**src/rtl/pll_seq_pkg.sv**
```systemverilog
// Shared definitions for the PLL lock / reset sequencer: state encodings
// and the helpers used to size its single shared timer.
package pll_seq_pkg;

    typedef enum logic [2:0] {
        WAIT_LOCK = 3'd0,
        STABLE    = 3'd1,
        HOLD      = 3'd2,
        RUN       = 3'd3,
        PLL_RST   = 3'd4
    } seq_state_e;

    // Bits needed to count from 0 up to n-1 (at least one bit).
    function automatic int unsigned timer_width(input int unsigned n);
        int unsigned w;
        w = 1;
        while ((64'd1 << w) < 64'(n)) begin
            w++;
        end
        return w;
    endfunction

    function automatic int unsigned max2(input int unsigned a, input int unsigned b);
        return (a > b) ? a : b;
    endfunction

endpackage

```
**src/rtl/sync_ff.sv**
```systemverilog
// N-stage flip-flop synchronizer for a single asynchronous level.
// STAGES must be at least 2. The flops carry the ASYNC_REG attribute so
// placement keeps them adjacent.
module sync_ff #(
    parameter int unsigned STAGES = 2
) (
    input  logic clk,
    input  logic rstn,
    input  logic d,
    output logic q
);

    (* ASYNC_REG = "TRUE" *) logic [STAGES-1:0] sync_q;

    // Shift the asynchronous level through the synchronizer chain.
    always_ff @(posedge clk or negedge rstn) begin
        if (!rstn) begin
            sync_q <= '0;
        end else begin
            sync_q <= {sync_q[STAGES-2:0], d};
        end
    end

    assign q = sync_q[STAGES-1];

endmodule

```
**src/rtl/pll_lock_reset_seq.sv**
```systemverilog
// Turns an asynchronous PLL lock flag into a qualified, held system reset,
// requests a PLL reset pulse when lock never arrives, and counts lock
// losses seen while running.
module pll_lock_reset_seq
    import pll_seq_pkg::*;
#(
    parameter int unsigned SYNC_STAGES    = 2,
    parameter int unsigned STABLE_CYCLES  = 1024,
    parameter int unsigned HOLD_CYCLES    = 16,
    parameter int unsigned TIMEOUT_CYCLES = 1048576,
    parameter int unsigned PLLRST_CYCLES  = 32,
    parameter int unsigned CNT_W          = 8
) (
    input  logic             clk,
    input  logic             rstn,
    input  logic             locked_i,
    input  logic             clr_cnt_i,
    output logic             pll_rst_o,
    output logic             sys_rst_o,
    output logic             ready_o,
    output logic [CNT_W-1:0] loss_cnt_o,
    output logic [2:0]       state_o
);

    localparam int unsigned TMR_MAX = max2(max2(TIMEOUT_CYCLES, STABLE_CYCLES),
                                           max2(HOLD_CYCLES, PLLRST_CYCLES));
    localparam int unsigned TMR_W   = timer_width(TMR_MAX);

    localparam logic [TMR_W-1:0] TIMEOUT_LAST = TMR_W'(TIMEOUT_CYCLES - 1);
    localparam logic [TMR_W-1:0] STABLE_LAST  = TMR_W'(STABLE_CYCLES - 1);
    localparam logic [TMR_W-1:0] HOLD_LAST    = TMR_W'(HOLD_CYCLES - 1);
    localparam logic [TMR_W-1:0] PLLRST_LAST  = TMR_W'(PLLRST_CYCLES - 1);

    logic             lock_s;
    seq_state_e       state;
    seq_state_e       state_next;
    logic [TMR_W-1:0] timer;
    logic [TMR_W-1:0] timer_next;
    logic             loss_event;
    logic [CNT_W-1:0] cnt_base;
    logic [CNT_W-1:0] loss_next;

    sync_ff #(
        .STAGES (SYNC_STAGES)
    ) u_sync (
        .clk  (clk),
        .rstn (rstn),
        .d    (locked_i),
        .q    (lock_s)
    );

    // Next-state, timer and loss-counter logic; the timer restarts on every state change.
    always_comb begin
        state_next = state;
        timer_next = timer + TMR_W'(1);
        loss_event = 1'b0;
        case (state)
            WAIT_LOCK: begin
                if (lock_s) begin
                    state_next = STABLE;
                end else if (timer == TIMEOUT_LAST) begin
                    state_next = PLL_RST;
                end
            end
            STABLE: begin
                if (!lock_s) begin
                    state_next = WAIT_LOCK;
                end else if (timer == STABLE_LAST) begin
                    state_next = HOLD;
                end
            end
            HOLD: begin
                if (!lock_s) begin
                    state_next = WAIT_LOCK;
                end else if (timer == HOLD_LAST) begin
                    state_next = RUN;
                end
            end
            RUN: begin
                timer_next = timer;
                if (!lock_s) begin
                    state_next = WAIT_LOCK;
                    loss_event = 1'b1;
                end
            end
            PLL_RST: begin
                if (timer == PLLRST_LAST) begin
                    state_next = WAIT_LOCK;
                end
            end
            default: begin
                state_next = WAIT_LOCK;
            end
        endcase
        if (state_next != state) begin
            timer_next = '0;
        end

        // A clear lands first, so a loss on the same cycle still counts once.
        cnt_base  = clr_cnt_i ? '0 : loss_cnt_o;
        loss_next = cnt_base;
        if (loss_event && (cnt_base != {CNT_W{1'b1}})) begin
            loss_next = cnt_base + CNT_W'(1);
        end
    end

    // State, timer and outputs, all decoded from the next state so they move together.
    always_ff @(posedge clk or negedge rstn) begin
        if (!rstn) begin
            state      <= WAIT_LOCK;
            timer      <= '0;
            pll_rst_o  <= 1'b0;
            sys_rst_o  <= 1'b1;
            ready_o    <= 1'b0;
            loss_cnt_o <= '0;
        end else begin
            state      <= state_next;
            timer      <= timer_next;
            pll_rst_o  <= (state_next == PLL_RST);
            sys_rst_o  <= (state_next != RUN);
            ready_o    <= (state_next == RUN);
            loss_cnt_o <= loss_next;
        end
    end

    assign state_o = state;

endmodule

```
**config.mk**
```make
export PLATFORM = sky130hd
export DESIGN_NAME = pll_lock_reset_seq
export DESIGN_NICKNAME = d
export VERILOG_FILES = /design/src/rtl/pll_seq_pkg.sv /design/src/rtl/sync_ff.sv /design/src/rtl/pll_lock_reset_seq.sv
export SDC_FILE = /design/constraint.sdc
export NUM_CORES = 1
export LEC_CHECK = 0
export ABC_CLOCK_PERIOD_IN_PS = 3300
export BUFFER_PORTS_ARGS = -buffer_cell sky130_fd_sc_hd__buf_2
export CAP_MARGIN = 20
export CORE_MARGIN = 2
export CORE_UTILIZATION = 45
export DETAILED_ROUTE_END_ITERATION = 6
export PLACE_DENSITY = 0.62
export SYNTH_ARGS = -nofsm -noshare
export SYNTH_HDL_FRONTEND = slang
export SYNTH_SLANG_ARGS = --single-unit
```
**constraint.sdc**
```tcl
create_clock -name clk -period 3.3 [get_ports clk]
set_input_delay 0.495 -clock clk [delete_from_list [all_inputs] [get_ports clk]]
set_output_delay 0.495 -clock clk [all_outputs]
set_load 0.02 [all_outputs]
```
==> summary.txt <==
Drt
  • Final WL: around 4400 um
  • Remaining DRCs: 0
  • TritonRoute pass-1 iters: 4
  • DR WL/cell: approximately 16 um
  • Via count: about 1700
  • Initial DRC count: 88
  • Drt via density: 6.26
  • Final ANT Viol Nets: 0

Logic synthesis
  • Primary FF master, synth: dfrtp_1
  • Multiplexer area fraction after synthesis: approximately 1.1%
  • Syn Area/Cell: 9.98 um2
  • Register bit total from synthesis: 36
  • Adder-cell share of the synthesized area: 1.24%
  • Syn_nets: about 210
  • Synth Area in Compound Gates: around 15%
  • Largest family of logic cells by synthesized area: simple AND/OR/NAND/NOR gates
  • Synth unique cells: 50
  • Seq/Total Area, Yosys: 44.8%
  • Synth Instances: between 200 and 250
  • Fraction of registers with async set/reset: 100%
  • Synth Area in XOR/XNOR: under 10%
  • Synthesized area: slightly above 2000 um2
  • EDFF count, synth: 0
  • Simple logic cell fraction of the synthesized area: approximately 27%
  • Synth warn: 0

CTS
  • Clock sinks: 36
  • Clk root buf: clkbuf_8
  • CTS tree: done
  • Clock-pin slew on the worst setup and hold paths: 0.08 ns
  • Resized cells post-CTS: 0
  • Post CTS Setup Buffer Count: 0
  • Htree depth: 2
  • Clk_lat worst skew: between 0.2 and 0.3 ns
  • TritonCTS buffer count: 5
  • Max Root-Sink Buffers: 2
  • Post-CTS Hold Buffers: 0

Finish
  • Area grow syn2layout: 10.9%
  • Layout Utilization: between 50% and 60%
  • Multi-input logic area: about 1000 um2
  • Post-route insts no fill: roughly 270
  • Nets: around 230
  • Antenna diodes: 0
  • Layout cells sized above 1: between 10% and 20%
  • Fillers: 400
  • Sequential Area: roughly 900 um2
  • Layout Cell Area excl Fill: 2240 um2

Flow run
  • Max_cap viols: 0

Pwr
  • P_leak: approximately 0.92 nW
  • Pwr/cell area: 396 nW/um2
  • Worst vdd ir: 0.250 mV
  • Overall power: slightly below 0.9 mW

Floorplan
  • Ports: 18
  • Die height: just over 70 um
  • Core box area: ~4300 um2
  • DIE AREA: roughly 5000 um2
  • Initial Utilization: ~47%
  • Die W: 70.9 um
  • Row count: 24

Placed design
  • Routability cong.: 0.869
  • DP Wirelength: 3100 um
  • Setup WS pre-CTS: 1.03 ns
  • Post-Place Cell Area: 2130 um2
  • I/O Buffers: 17
  • Placed Instances: between 200 and 300

STA
  • Final Hold Fails: 0
  • Final Max Slew Viols: 0
  • Post-layout min period: 2.10 ns
  • Max-slew headroom: a little over two fifths
  • Unrepaired setup endpoints after global routing: false
  • Fmax: between 400 and 500 MHz
  • Total negative slack: 0 ns
  • Final period utilization: between 60% and 70%
  • Final Worst Setup Slack: 1.20 ns
  • Worst hold margin: roughly 0.29 ns
  • Final setup violation count: 0
  • Worst Tran Pin Value: 0.852 ns
  • Layout Skew: about 0.011 ns

Global route
  • Overflow after GRT: 0
  • Initial antenna violation count: 0
  • Total Routing Usage GR: about a fifth
  • Largest net degree at the start of global routing: 37
  • First-pass GRT wire length: a little under 8000 um
  • Vias in the first global route: 1668

Critical path
  • Startpoint of the worst-slack reg-to-reg timing path: timer[4]
  • Crit Path Max Fanout: 18
  • Critical path required time: around 3.4 ns
  • Critical Path AT: roughly 2.2 ns
  • Worst Reg-to-Reg Cells: 4
  • Worst Setup End Kind: register
  • WS Path Type: reg2reg
  • Origin of the worst setup path: timer[4]
  • Startpoint Class: register

Min path
  • Hold WC Path Type: in2async

Status
  • Status: complete, no violations
## synthesized netlist by cell type, types with 3 or more instances
master     n  area share [%]
o21ai_0    7             1.7
xnor2_1    7             3.0
and3_1     5             1.6
a211oi_1   9             3.4
and2_1     3            0.93
nand3_1    8             2.0
buf_2      4            0.99
nor2_1     7             1.3
a21oi_1    5             1.2
nand4_1    9             2.8
dfrtp_1   35              43
or3_1      5             1.6
inv_1      9             1.7
nand2_1   13             2.4
o31ai_1    9             3.4
nor3_1    10             2.5
xor2_1     6             2.6
or4_1      7             2.6
nor2b_1    4             1.2
## state kept, by name, indices dropped and copies added, names as in the netlist
signal         flops
ready_o            1
loss_cnt_o         8
timer             20
state_o            3
pll_rst_o          1
sys_rst_o          1
u_sync.sync_q      2
## placed cells by master (no fill, tap or decap), types with 3 or more instances in the layout
| master | netlist | final |
|---|---|---|
| and3_1 | 5 | 5 |
| a211oi_1 | 9 | 9 |
| nor3_1 | 10 | 10 |
| and2_1 | 3 | 3 |
| nand4_1 | 9 | 9 |
| dfrtp_1 | 35 | 35 |
| nor2_1 | 7 | 7 |
| or3_1 | 5 | 5 |
| nand2_1 | 13 | 13 |
| xnor2_1 | 7 | 7 |
| nor2b_1 | 4 | 4 |
| o31ai_1 | 9 | 8 |
| o21ai_0 | 7 | 7 |
| xor2_1 | 6 | 6 |
| inv_1 | 9 | 9 |
| a21oi_1 | 5 | 5 |
| nand3_1 | 8 | 8 |
| buf_2 | 4 | 17 |
| clkbuf_8 | 0 | 5 |
| or4_1 | 7 | 7 |
## critical path: stages, from the launching register on
cell and delay [ns]:
dfrtp_1 0.45, and4_1 0.42, nand4_1 0.25, a21oi_2 0.70, a211oi_1 0.12
## cells by family after synthesis
group | Yosys count
xor gates and xnor gates | 13
and+or+nand+nor | 89
DFF | 36
AOI/OAI and AO/OA | 42
muxes | 2
buffers and inverters | 18
adders and majority gates | 2
## routing by layer
layer	vias up	global-route usage [%]	wire (um)
met5	-	0	0
li1	810	-	-
met4	0	6.08	55
met1	851	25.3	1980
met2	35	32.0	2190
met3	6	5.41	160
## final cells by class
type	count	area share (%)
repair buffers	19	4.48
inverters	9	1.51
clock inverters	2	1.57
clock buffers	6	3.25
flip-flops and latches	36	40.3
well taps	52	2.91
multi-input cells	148	45.9
## worst paths after layout
kind,endpoint,slack [ns]
max reg2reg,timer[16],1.20
max,timer[16],1.20
min,loss_cnt_o[4],0.29
min reg2reg,u_sync.sync_q[1],0.36
min in group clk,u_sync.sync_q[0],0.31
max in group asynchronous,timer[10],2.51
## where the power goes
part	internal, mW	switching (mW)	total, mW
registers	0.449	0.00856	0.457
logic	0.0155	0.0327	0.0482
clock network	0.224	0.155	0.379
total	0.689	0.196	0.885
No activity file was read; power rests on OpenSTA's default activity.
